<file path="config.mk">
export PLATFORM = sky130hd
export DESIGN_NAME = frac_bin_to_bcd
export DESIGN_NICKNAME = d
export VERILOG_FILES = /design/src/rtl/frac_bin_to_bcd.sv
export SDC_FILE = /design/constraint.sdc
export NUM_CORES = 1
export LEC_CHECK = 0
export BUFFER_PORTS_ARGS = -buffer_cell sky130_fd_sc_hd__buf_2
export CAP_MARGIN = 25
export CORE_ASPECT_RATIO = 1.75
export CORE_MARGIN = 2
export CORE_UTILIZATION = 60
export CTS_CLUSTER_SIZE = 28
export DETAILED_ROUTE_END_ITERATION = 7
export GPL_TIMING_DRIVEN = 0
export HOLD_SLACK_MARGIN = 0.08
export PLACE_DENSITY = 0.92
export SETUP_SLACK_MARGIN = 0.3
export SLEW_MARGIN = 20
export SYNTH_ARGS = -nofsm -noshare
export SYNTH_HDL_FRONTEND = slang
export SYNTH_SLANG_ARGS = --single-unit
</file>
<file path="constraint.sdc">
create_clock -name clk -period 5 [get_ports clk]
set_input_delay 0.5 -clock clk [delete_from_list [all_inputs] [get_ports clk]]
set_output_delay 0.5 -clock clk [all_outputs]
set_load 0.02 [all_outputs]
</file>
<file path="src/rtl/frac_bin_to_bcd.sv">
// frac_bin_to_bcd: sequential converter from an unsigned binary fraction
// 0.b1b2..bN to DIGITS BCD digits. Each CONV cycle multiplies the remainder
// by ten, and the integer part that falls out is the next decimal digit.
// An optional ROUND cycle applies round-half-up using the next digit.
module frac_bin_to_bcd #(
    parameter int FRAC_W = 8,
    parameter int DIGITS = 4,
    parameter int ROUND  = 0
) (
    input  logic                  clk,
    input  logic                  rst,
    input  logic                  in_valid,
    output logic                  in_ready,
    input  logic [FRAC_W-1:0]     in_frac,
    output logic                  out_valid,
    input  logic                  out_ready,
    output logic [4*DIGITS-1:0]   out_bcd,
    output logic                  out_carry,
    output logic                  out_exact,
    output logic                  busy
);

    localparam int CNT_W = $clog2(DIGITS + 1);
    localparam logic [CNT_W-1:0] LAST_CNT = CNT_W'(DIGITS - 1);

    typedef enum logic [1:0] {
        IDLE  = 2'd0,
        CONV  = 2'd1,
        RND   = 2'd2,
        DONE  = 2'd3
    } state_t;

    state_t                state_q, state_d;
    logic [FRAC_W-1:0]     r_q, r_d;
    logic [4*DIGITS-1:0]   bcd_q, bcd_d;
    logic [CNT_W-1:0]      cnt_q, cnt_d;
    logic                  carry_q, carry_d;
    logic                  exact_q, exact_d;

    logic [FRAC_W+3:0]     r_ext_s;
    logic [FRAC_W+3:0]     p_s;
    logic [3:0]            digit_s;
    logic [4*DIGITS:0]     inc_s;

    // Shift a new digit into the least significant nibble; after DIGITS
    // shifts the first (tenths) digit sits in the most significant nibble.
    function automatic logic [4*DIGITS-1:0] shift_digit(
        input logic [4*DIGITS-1:0] v,
        input logic [3:0]          d
    );
        logic [4*DIGITS+3:0] tmp;
        tmp = {v, d};
        return tmp[4*DIGITS-1:0];
    endfunction

    // Decimal increment across all digits in one step; the MSB of the
    // result is the carry out of the tenths digit (value reached 1.0).
    function automatic logic [4*DIGITS:0] bcd_inc(
        input logic [4*DIGITS-1:0] v
    );
        logic [4*DIGITS-1:0] res;
        logic                c;
        res = v;
        c   = 1'b1;
        for (int i = 0; i < DIGITS; i++) begin
            if (c) begin
                if (v[4*i +: 4] == 4'd9) begin
                    res[4*i +: 4] = 4'd0;
                    c             = 1'b1;
                end else begin
                    res[4*i +: 4] = v[4*i +: 4] + 4'd1;
                    c             = 1'b0;
                end
            end else begin
                res[4*i +: 4] = v[4*i +: 4];
            end
        end
        return {c, res};
    endfunction

    // Remainder times ten as (r<<3)+(r<<1); its top nibble is the next digit.
    always_comb begin
        r_ext_s = {4'b0000, r_q};
        p_s     = (r_ext_s << 3) + (r_ext_s << 1);
        digit_s = p_s[FRAC_W+3:FRAC_W];
        inc_s   = bcd_inc(bcd_q);
    end

    // Next-state and datapath update for the conversion sequencer.
    always_comb begin
        state_d = state_q;
        r_d     = r_q;
        bcd_d   = bcd_q;
        cnt_d   = cnt_q;
        carry_d = carry_q;
        exact_d = exact_q;
        case (state_q)
            IDLE: begin
                if (in_valid) begin
                    r_d     = in_frac;
                    bcd_d   = '0;
                    cnt_d   = '0;
                    carry_d = 1'b0;
                    exact_d = 1'b0;
                    state_d = CONV;
                end else begin
                    state_d = IDLE;
                end
            end
            CONV: begin
                r_d   = p_s[FRAC_W-1:0];
                bcd_d = shift_digit(bcd_q, digit_s);
                cnt_d = cnt_q + CNT_W'(1);
                if (cnt_q == LAST_CNT) begin
                    exact_d = (p_s[FRAC_W-1:0] == '0);
                    if (ROUND != 0) begin
                        state_d = RND;
                    end else begin
                        state_d = DONE;
                    end
                end else begin
                    state_d = CONV;
                end
            end
            RND: begin
                // Next digit is >= 5 exactly when remainder >= 0.5.
                if (r_q[FRAC_W-1]) begin
                    bcd_d   = inc_s[4*DIGITS-1:0];
                    carry_d = inc_s[4*DIGITS];
                end else begin
                    bcd_d   = bcd_q;
                    carry_d = 1'b0;
                end
                state_d = DONE;
            end
            DONE: begin
                if (out_ready) begin
                    state_d = IDLE;
                end else begin
                    state_d = DONE;
                end
            end
            default: begin
                state_d = IDLE;
            end
        endcase
    end

    // State and datapath registers; reset aborts any conversion in flight.
    always_ff @(posedge clk) begin
        if (rst) begin
            state_q <= IDLE;
            r_q     <= '0;
            bcd_q   <= '0;
            cnt_q   <= '0;
            carry_q <= 1'b0;
            exact_q <= 1'b0;
        end else begin
            state_q <= state_d;
            r_q     <= r_d;
            bcd_q   <= bcd_d;
            cnt_q   <= cnt_d;
            carry_q <= carry_d;
            exact_q <= exact_d;
        end
    end

    // Outputs decoded from registered state; only in_ready sees rst directly.
    always_comb begin
        in_ready  = (state_q == IDLE) && !rst;
        out_valid = (state_q == DONE);
        busy      = (state_q == CONV) || (state_q == RND);
        out_bcd   = bcd_q;
        out_carry = carry_q;
        out_exact = exact_q;
    end

endmodule

</file>
-- After elaboration in Yosys (flattened, before gate mapping)
Index checks and enable logic that the tools add are counted.
- bits of input ports: 12
- bits in registers: 31
- output and inout port bits: 21
- add/sub/neg operators: 6
- reduce and logical (&&, ||, !) cells: 15
- mux-type cells: 30
- equal/unequal tests: 14
- operators with widths (operator ; number):
    16-bit case mux with 3 select lines ; 1
    16-bit two-way mux ; 2
    4-bit two-way mux ; 7
    4-bit by 1-bit adder with 4-bit output (second input constant) ; 4
    4-bit == test (second input constant) ; 4
    8-bit case mux with 2 select lines ; 1
    11-bit by 9-bit adder with 12-bit output ; 1
    2-bit inequality test (second input constant) ; 6
    4-bit AND reduction ; 3
    1-bit two-way mux ; 11
    8-bit logical NOT ; 1
    8-bit two-way mux ; 1
    2-bit case mux with 4 select lines ; 1
    3-bit case mux with 2 select lines ; 1
    3-bit AND reduction ; 2
    2-bit == test (second input constant) ; 2
    2-bit two-way mux ; 2
    1-bit case mux with 2 select lines ; 2
    2-bit AND reduction ; 2
    2-bit nonzero test ; 2
    3-bit by 1-bit adder with 3-bit output (second input constant) ; 1
    3-bit by 2-bit == test with 1-bit output (second input constant) ; 1
    3-bit two-way mux ; 1
    3-bit nonzero test ; 1
    other kinds (5) ; 5

-- Depth between registers and ports, before layout
Gate-level depths: netlist (run 1).
- depth in word-level cells: 7
- depth in mapped cells: 8
- depth with buffers taken out: 7

-- Worst setup path after synthesis (run 1)
Ideal clock, no wire load.
- path type: register to register
- start: register r_q[2]
- end: register exact_q (netlist: out_exact)
- stages on the path, launching flop included: 8
- setup slack: 3.037 ns
- arrival time: 1.904 ns
- library setup time: 0.059 ns
- clock period less this slack: 1.963 ns
- path buffers: 0
- required time: 4.941 ns
- cell sequence: dfxtp_1 ha_1 fa_1 a21o_1 a21oi_1 xnor2_1 or4_1 nand2_1
- word-level cells in the longest chain between the ends: 4
- RTL lines (item ; line ; source):
    start, declared ; 34 ; logic [FRAC_W-1:0] r_q, r_d;
    start signal, assigned ; 160 ; r_q <= r_d;
    11-bit by 9-bit adder with 12-bit output ; 84 ; p_s = (r_ext_s << 3) + (r_ext_s << 1);
    8-bit logical NOT ; 115 ; exact_d = (p_s[FRAC_W-1:0] == '0);
    1-bit two-way mux ; 114 ; if (cnt_q == LAST_CNT) begin
    1-bit case mux with 2 select lines ; 97 ; case (state_q)
    end signal, assigned ; 164 ; exact_q <= exact_d;
    end, declared ; 38 ; logic exact_q, exact_d;
No other way between the ends. The select of a mux whose other input is x is not followed.
A chain may end at the register's enable or synchronous reset.

-- Worst setup path in the final report (run 1)
Ends and elaborated chain as after synthesis.

==> results of run 1 <==
==> layer usage <==
| metal | vias up | share of wire, % | global-route usage (%) |
|---|---|---|---|
| li1 | 991 | - | - |
| met1 | 962 | 38 | 29.56 |
| met2 | 78 | 53 | 52.63 |
| met3 | 17 | 4.6 | 6.154 |
| met4 | 0 | 3.6 | 17.30 |
| met5 | - | 0 | 0 |
==> flip-flops by register name (all words and copies together), names as in the netlist <==
register   count
cnt_q          3
state_q        2
out_bcd       16
r_q            8
out_carry      1
out_exact      1
==> stage by stage <==
step / total power, W / setup slack [ns] / hold slack, ns / cell area [sq um] / cells
after floorplan: 0.0003623 / 3.037 / 0.4530 / 2058 / 249
after global placement: 0.0003916 / 2.942 / 0.4415 / 2275 / 326
after detailed placement: 0.0003946 / 2.880 / 0.4583 / 2275 / 326
after CTS: 0.0005724 / 2.858 / 0.4667 / 2347 / 332
after global routing: 0.0005972 / 2.743 / 0.4926 / 2347 / 332
final: 0.0005711 / 2.843 / 0.4743 / 2347 / 332
==> synthesized netlist by cell type (3+ instances only) <==
cell type                  number
sky130_fd_sc_hd__xnor2_1        9
sky130_fd_sc_hd__o21ai_0       15
sky130_fd_sc_hd__dfxtp_1       31
sky130_fd_sc_hd__clkbuf_1       6
sky130_fd_sc_hd__mux2i_1        5
sky130_fd_sc_hd__nor2_1        22
sky130_fd_sc_hd__ha_1          20
sky130_fd_sc_hd__nand3b_1       3
sky130_fd_sc_hd__a32oi_1        6
sky130_fd_sc_hd__inv_1         13
sky130_fd_sc_hd__a21o_1         6
sky130_fd_sc_hd__nand3_1        7
sky130_fd_sc_hd__o22ai_1        3
sky130_fd_sc_hd__a221oi_1       3
sky130_fd_sc_hd__or4_1          3
sky130_fd_sc_hd__and3_1         4
sky130_fd_sc_hd__a22oi_1        4
sky130_fd_sc_hd__nand2_1       27
sky130_fd_sc_hd__a21oi_1       18
sky130_fd_sc_hd__nand2b_1       3
sky130_fd_sc_hd__a211oi_1       7
==> power breakdown <==
group | leakage [nW] | switching [W] | internal (W) | total, W
clock | 0.0371 | 0.0000867 | 0.0000926 | 0.000179
sequential | 0.252 | 0.0000121 | 0.000257 | 0.000269
combinational | 0.707 | 0.0000769 | 0.0000462 | 0.000123
total | 0.996 | 0.000176 | 0.000395 | 0.000571
==> cells by family (layout without fill, tap and decap cells) <==
| logic type | Yosys count | count (layout) | synth area share, % |
|---|---|---|---|
| AO/OA/AOI/OAI | 77 | 77 | 25.65 |
| AND/OR/NAND/NOR | 82 | 82 | 19.82 |
| adder cells (fa/ha/maj) | 21 | 21 | 13.13 |
| XOR/XNOR | 11 | 11 | 4.681 |
| buffers and inverters | 22 | 60 | 4.134 |
| flip-flops | 31 | 31 | 30.15 |
| multiplexers | 5 | 5 | 2.432 |
==> worst paths after layout <==
path,startpoint,to,slack [ns],depth (start not counted)
hold reg to reg,out_carry,out_carry,0.47,2
hold / removal,out_carry,out_carry,0.47,2
setup reg to reg,r_q[2],out_exact,2.84,7
setup / recovery,r_q[2],out_exact,2.84,7
==> worst max-delay path, stage by stage, from the launching register on <==
cell                      delay, ns
sky130_fd_sc_hd__dfxtp_1       0.34
sky130_fd_sc_hd__ha_1          0.24
sky130_fd_sc_hd__fa_1          0.40
sky130_fd_sc_hd__a21o_1        0.23
sky130_fd_sc_hd__a21oi_1       0.18
sky130_fd_sc_hd__xnor2_1       0.10
sky130_fd_sc_hd__or4_1         0.52
sky130_fd_sc_hd__nand2_1       0.08
==> layout make-up <==
cell class	instances	area, sq um
flip-flops and latches	31	620.6
inverters	13	48.80
multi-input cells	196	1353
clock buffers	6	72.57
fillers	283	980.9
plain buffers	9	36.28
repair buffers	32	160.2
well taps	45	56.30
==> run summary, run 1 <==
==================================================================================
Data arrival, critical path                                                2.38 ns
Maximum root-to-sink buffer count                                                2
DR vias                                                                       2048
Largest net degree at the start of global routing                               11
Area fraction of the dominant cell type after synthesis                     30.15%
Final wirelength                                                          5.169 mm
1st-iter DRT viols                                                              50
Flip-flop and latch count after synthesis                                       31
Count of antenna diodes in the layout                                            0
Most used DFF post-synth                                              sky130_fd_sc_hd__dfxtp_1
Unrepaired setup endpoints after global routing                                 no
Worst setup skew after layout                                          0.004689 ns
Nature of the critical path endpoint                                      register
Final TNS setup                                                               0 ns
Synth area leader                                                     sky130_fd_sc_hd__dfxtp_1
CP Max Fanout                                                                    3
Port buffer count                                                               32
GPL Wtd Cong                                                                0.8329
Slew at the pin closest to its max-slew limit                            0.6443 ns
Worst hold path class                                                      reg2reg
Synth top area cells                                                  sky130_fd_sc_hd__dfxtp_1 30%, sky130_fd_sc_hd__ha_1 12%, sky130_fd_sc_hd__nand2_1 4.9%
Synthesized area per cell                                              8.266 sq um
Final global-route overflow total                                                0
Hpwl dp                                                                   3.811 mm
Async S/R FF share, synth                                                       0%
Final nets                                                                     321
Routed wirelength normalized by instance count                            15.57 um
Starting Density                                                            61.84%
Count of endpoints failing hold in the final timing report                       0
Shortest clock period the worst path allows after layout                  2.157 ns
CP required                                                                5.22 ns
Post-synthesis net count                                                       282
Number of enable-type register cells in the synthesized netlist                  0
Final ANT Viol Nets                                                              0
Number of antenna violations at the first check in global routing                0
Number of H-tree branching levels                                                2
DIE HEIGHT                                                                81.48 um
Clock-pin slew on the worst setup and hold paths                           0.06 ns
Max-slew headroom                                                           56.76%
Core Footprint                                                          3328 sq um
Share of final-layout standard cells stronger than drive strength 1         15.33%
Skew-Pair Late Insertion Delay                                             0.28 ns
Final cycle utilization of the critical path                                43.13%
First-pass iteration count of the detailed router                                4
Max VDD drop                                                           0.0002122 V
DRC violation count after routing                                                0
Sort of element at the start of the critical path                         register
Cell chosen for the clock root                                        sky130_fd_sc_hd__clkbuf_8
Number of global-route vias before repair                                     1996
Sequential fraction of the synthesis area                                   30.15%
Area growth from synthesis to layout                                        14.04%
Crit path kind                                                             reg2reg
Most common cell after layout, fill and taps aside                    sky130_fd_sc_hd__buf_2
Clock buffer count from CTS                                                      5
Max-slew violation count                                                         0
Post-synth design cell area                                             2058 sq um
Yosys warning count                                                              0
Outcome                                                               complete, no violations
Post-synthesis cell count                                                      249
First-pass GRT wire length                                                8.418 mm
Hold bufs inserted after CTS                                                     0
Rows                                                                            28
CTS tree                                                                     built
Total of max-cap violations                                                      0
Fin util                                                                    70.53%
Ratio of total power to cell area                                     243.3 nW/um^2
Setup fix buffers added after clock tree synthesis                               0
Horizontal die dimension                                                  48.28 um
Final Setup Violations                                                           0
Resized cells post-CTS                                                           0
Total routing resource utilization after global routing                     29.80%
Peak clock frequency supported by timing                                 463.7 MHz
Number of primary I/O pins                                                      33
LEAKAGE                                                                  0.9962 nW
Clock Sinks                                                                     31
Overall die area                                                        3933 sq um
Vias per cell                                                                6.169
Count of different cell masters after synthesis                                 49
Most frequent cells in the layout                                     34 x sky130_fd_sc_hd__buf_2, 31 x sky130_fd_sc_hd__dfxtp_1, 27 x sky130_fd_sc_hd__nand2_1
==================================================================================
Note: power is estimated with default switching activity, not from simulation.
==> inputs of run 2 (changes only) <==
--- a/config.mk
+++ b/config.mk
@@ -9,12 +9,12 @@
 export CAP_MARGIN = 25
 export CORE_ASPECT_RATIO = 1.75
 export CORE_MARGIN = 2
-export CORE_UTILIZATION = 60
+export CORE_UTILIZATION = 51
 export CTS_CLUSTER_SIZE = 28
 export DETAILED_ROUTE_END_ITERATION = 7
 export GPL_TIMING_DRIVEN = 0
 export HOLD_SLACK_MARGIN = 0.08
-export PLACE_DENSITY = 0.92
+export PLACE_DENSITY = 0.84
 export SETUP_SLACK_MARGIN = 0.3
 export SLEW_MARGIN = 20
 export SYNTH_ARGS = -nofsm -noshare
==> constraint.sdc (replaced) <==
create_clock -name clk -period 1.9 [get_ports clk]
set_input_delay 0.19 -clock clk [delete_from_list [all_inputs] [get_ports clk]]
set_output_delay 0.19 -clock clk [all_outputs]
set_load 0.02 [all_outputs]
==> run summary, run 2 (synthesized netlist as in run 1, its figures left out) <==
==================================================================================
Outcome                                                               finished with violations   was complete, no violations
Violations in the final reports                                       negative setup slack
Final ANT Viol Nets                                                              0   unchanged
Max-slew violation count                                                         0   unchanged
Vias per cell                                                                6.382   was 6.169
Worst setup slack after layout                                         -0.09171 ns   was 2.843 ns
Number of fillers in the final layout                                          228   was 283
Hold Path Cell Cnt                                                               3   was 2
LEAKAGE                                                                   1.322 nW   was 0.9962 nW
Share of final-layout standard cells stronger than drive strength 1         46.69%   was 15.33%
Cell chosen for the clock root                                        sky130_fd_sc_hd__clkbuf_8   unchanged
Clock buffer count from CTS                                                      5   unchanged
Cell Area, Placed                                                       2442 sq um   was 2275 sq um
Final wirelength                                                          7.782 mm   was 5.169 mm
Count of endpoints failing hold in the final timing report                       0   unchanged
Final nets                                                                     364   was 321
Peak clock frequency supported by timing                                 502.1 MHz   was 463.7 MHz
DRC violation count after routing                                                0   unchanged
Placed cells                                                                   329   was 326
Data arrival, critical path                                                2.23 ns   was 2.38 ns
Skew-Pair Late Insertion Delay                                             0.30 ns   was 0.28 ns
Maximum root-to-sink buffer count                                                2   unchanged
Final cycle utilization of the critical path                                104.8%   was 43.13%
CP Max Fanout                                                                    2   was 3
Total of max-cap violations                                                      0   unchanged
CTS tree                                                                     built   unchanged
Worst hold path class                                                       in2reg   was reg2reg
Post-Route Hold Slack                                                    0.2096 ns   was 0.4743 ns
Hold bufs inserted after CTS                                                     0   unchanged
DR vias                                                                       2425   was 2048
DIE HEIGHT                                                                88.04 um   was 81.48 um
Final global-route overflow total                                                0   unchanged
Final Setup Violations                                                           3   was 0
Final Power                                                             0.001850 W   was 0.0005711 W
CP required                                                                2.14 ns   was 5.22 ns
Rows                                                                            30   was 28
Shortest clock period the worst path allows after layout                  1.992 ns   was 2.157 ns
Slew at the pin closest to its max-slew limit                            0.6358 ns   was 0.6443 ns
Routed wirelength normalized by instance count                            20.48 um   was 15.57 um
Max-slew headroom                                                           57.62%   was 56.76%
Number of global-route vias before repair                                     2285   was 1996
Number of primary I/O pins                                                      33   unchanged
Crit path kind                                                             reg2reg   unchanged
Final instance area                                                     3164 sq um   was 2347 sq um
Largest net degree at the start of global routing                               11   unchanged
Worst setup skew after layout                                           0.01539 ns   was 0.004689 ns
1st-iter DRT viols                                                             153   was 50
GPL Wtd Cong                                                                0.8210   was 0.8329
First-pass GRT wire length                                                10.15 mm   was 8.418 mm
Number of antenna violations at the first check in global routing                0   unchanged
Flip-flop count of the largest register after layout                            16   unchanged
Starting Density                                                            53.24%   was 61.84%
Nature of the critical path endpoint                                      register   unchanged
Max VDD drop                                                           0.0005825 V   was 0.0002122 V
Cell Count, Final, Fillers Out                                                 380   was 332
Most common cell after layout, fill and taps aside                    sky130_fd_sc_hd__buf_4   was sky130_fd_sc_hd__buf_2
R2R depth                                                                        6   was 7
Endpoint of the worst hold path                                             r_q[0]   was out_carry
Count of antenna diodes in the layout                                            0   unchanged
Most frequent cells in the layout                                     33 x sky130_fd_sc_hd__buf_4, 32 x sky130_fd_sc_hd__buf_2, 22 x sky130_fd_sc_hd__nand2_1   was 34 x sky130_fd_sc_hd__buf_2, 31 x sky130_fd_sc_hd__dfxtp_1, 27 x sky130_fd_sc_hd__nand2_1
Ratio of total power to cell area                                     584.7 nW/um^2   was 243.3 nW/um^2
Endpoint of the most critical register-to-register path                  out_exact   unchanged
Hpwl dp                                                                   3.923 mm   was 3.811 mm
Horizontal die dimension                                                  52.02 um   was 48.28 um
Final TNS setup                                                         -0.1026 ns   was 0 ns
Beginning of the worst hold path                                        in_frac[0]   was out_carry
Clock-pin slew on the worst setup and hold paths                           0.07 ns   was 0.06 ns
Register-to-register setup slack                                          -0.09 ns   was 2.84 ns
Overall die area                                                        4580 sq um   was 3933 sq um
Total routing resource utilization after global routing                     29.92%   was 29.80%
First-pass iteration count of the detailed router                                4   unchanged
Sort of element at the start of the critical path                         register   unchanged
Clock Sinks                                                                     31   unchanged
Unrepaired setup endpoints after global routing                                yes   was no
Number of H-tree branching levels                                                2   unchanged
Area growth from synthesis to layout                                        53.74%   was 14.04%
Port buffer count                                                               32   unchanged
Worst flop-to-flop path startpoint                                          r_q[0]   was r_q[2]
Core Footprint                                                          3866 sq um   was 3328 sq um
==================================================================================
-- run 2: changes by cell type in the layout (fill, tap and decap cells not counted), sizes merged --
| cell | previous run | this run |
|---|---|---|
| buf | 35 | 78 |
| clkbuf | 12 | 13 |
| clkinv | 0 | 1 |
-- run 2: area by class of cell --
cell class                 count  area (sq um)  area share, %
tap                           48         60.06          1.898
multi-input combinational    196          1665          52.63
sequential                    31         669.4          21.15
buffer                         9         67.56          2.135
clock inverter                 1         5.005         0.1582
clock buffer                   7         86.33          2.728
inverter                      13         61.31          1.938
timing repair buffer          75         549.3          17.36
-- run 2: worst max-delay path: stages, from the launching register on --
cell and delay, ns:
sky130_fd_sc_hd__dfxtp_4 0.36, sky130_fd_sc_hd__ha_4 0.17, sky130_fd_sc_hd__fa_2 0.46, sky130_fd_sc_hd__nor4_2 0.21, sky130_fd_sc_hd__nand4b_1 0.13, sky130_fd_sc_hd__or4_1 0.53, sky130_fd_sc_hd__nand2_1 0.08
-- run 2: timing repair --
item,4_1_cts,5_1_grt
endpoints found under the setup margin,27,29
gates resized for setup,40,31
pin swaps,19,18
cloned,0,1
setup buffers,20,22
-- run 2: report_power, final --
group	total, W	switching (W)	internal (W)
logic	0.000587	0.000303	0.000283
registers	0.000709	0.0000400	0.000669
clock network	0.000555	0.000263	0.000292
-- run 2: how the worst max path moves through the flow --
stage,start,end,depth (start not counted)
finish,r_q[0],out_exact,6
global route,r_q[0],out_exact,6
CTS,r_q[3],out_bcd[2],6
detailed placement,r_q[3],out_bcd[2],6
global placement,r_q[0],out_exact,6
floorplan,r_q[0],out_exact,6
-- run 2: routing by layer --
layer	track usage, %	part of all wire (%)
met5	0	0
met4	25.12	6.0
met3	5.973	6.1
met2	52.70	53
met1	28.62	35
-- run 2: stage by stage --
stage	utilization [%]	setup slack, ns
after floorplan	-	0.1096
after global placement	63.17	-0.02957
after detailed placement	63.17	-0.03285
after CTS	73.82	0.007227
after global routing	81.84	-0.1501
final	81.84	-0.09171
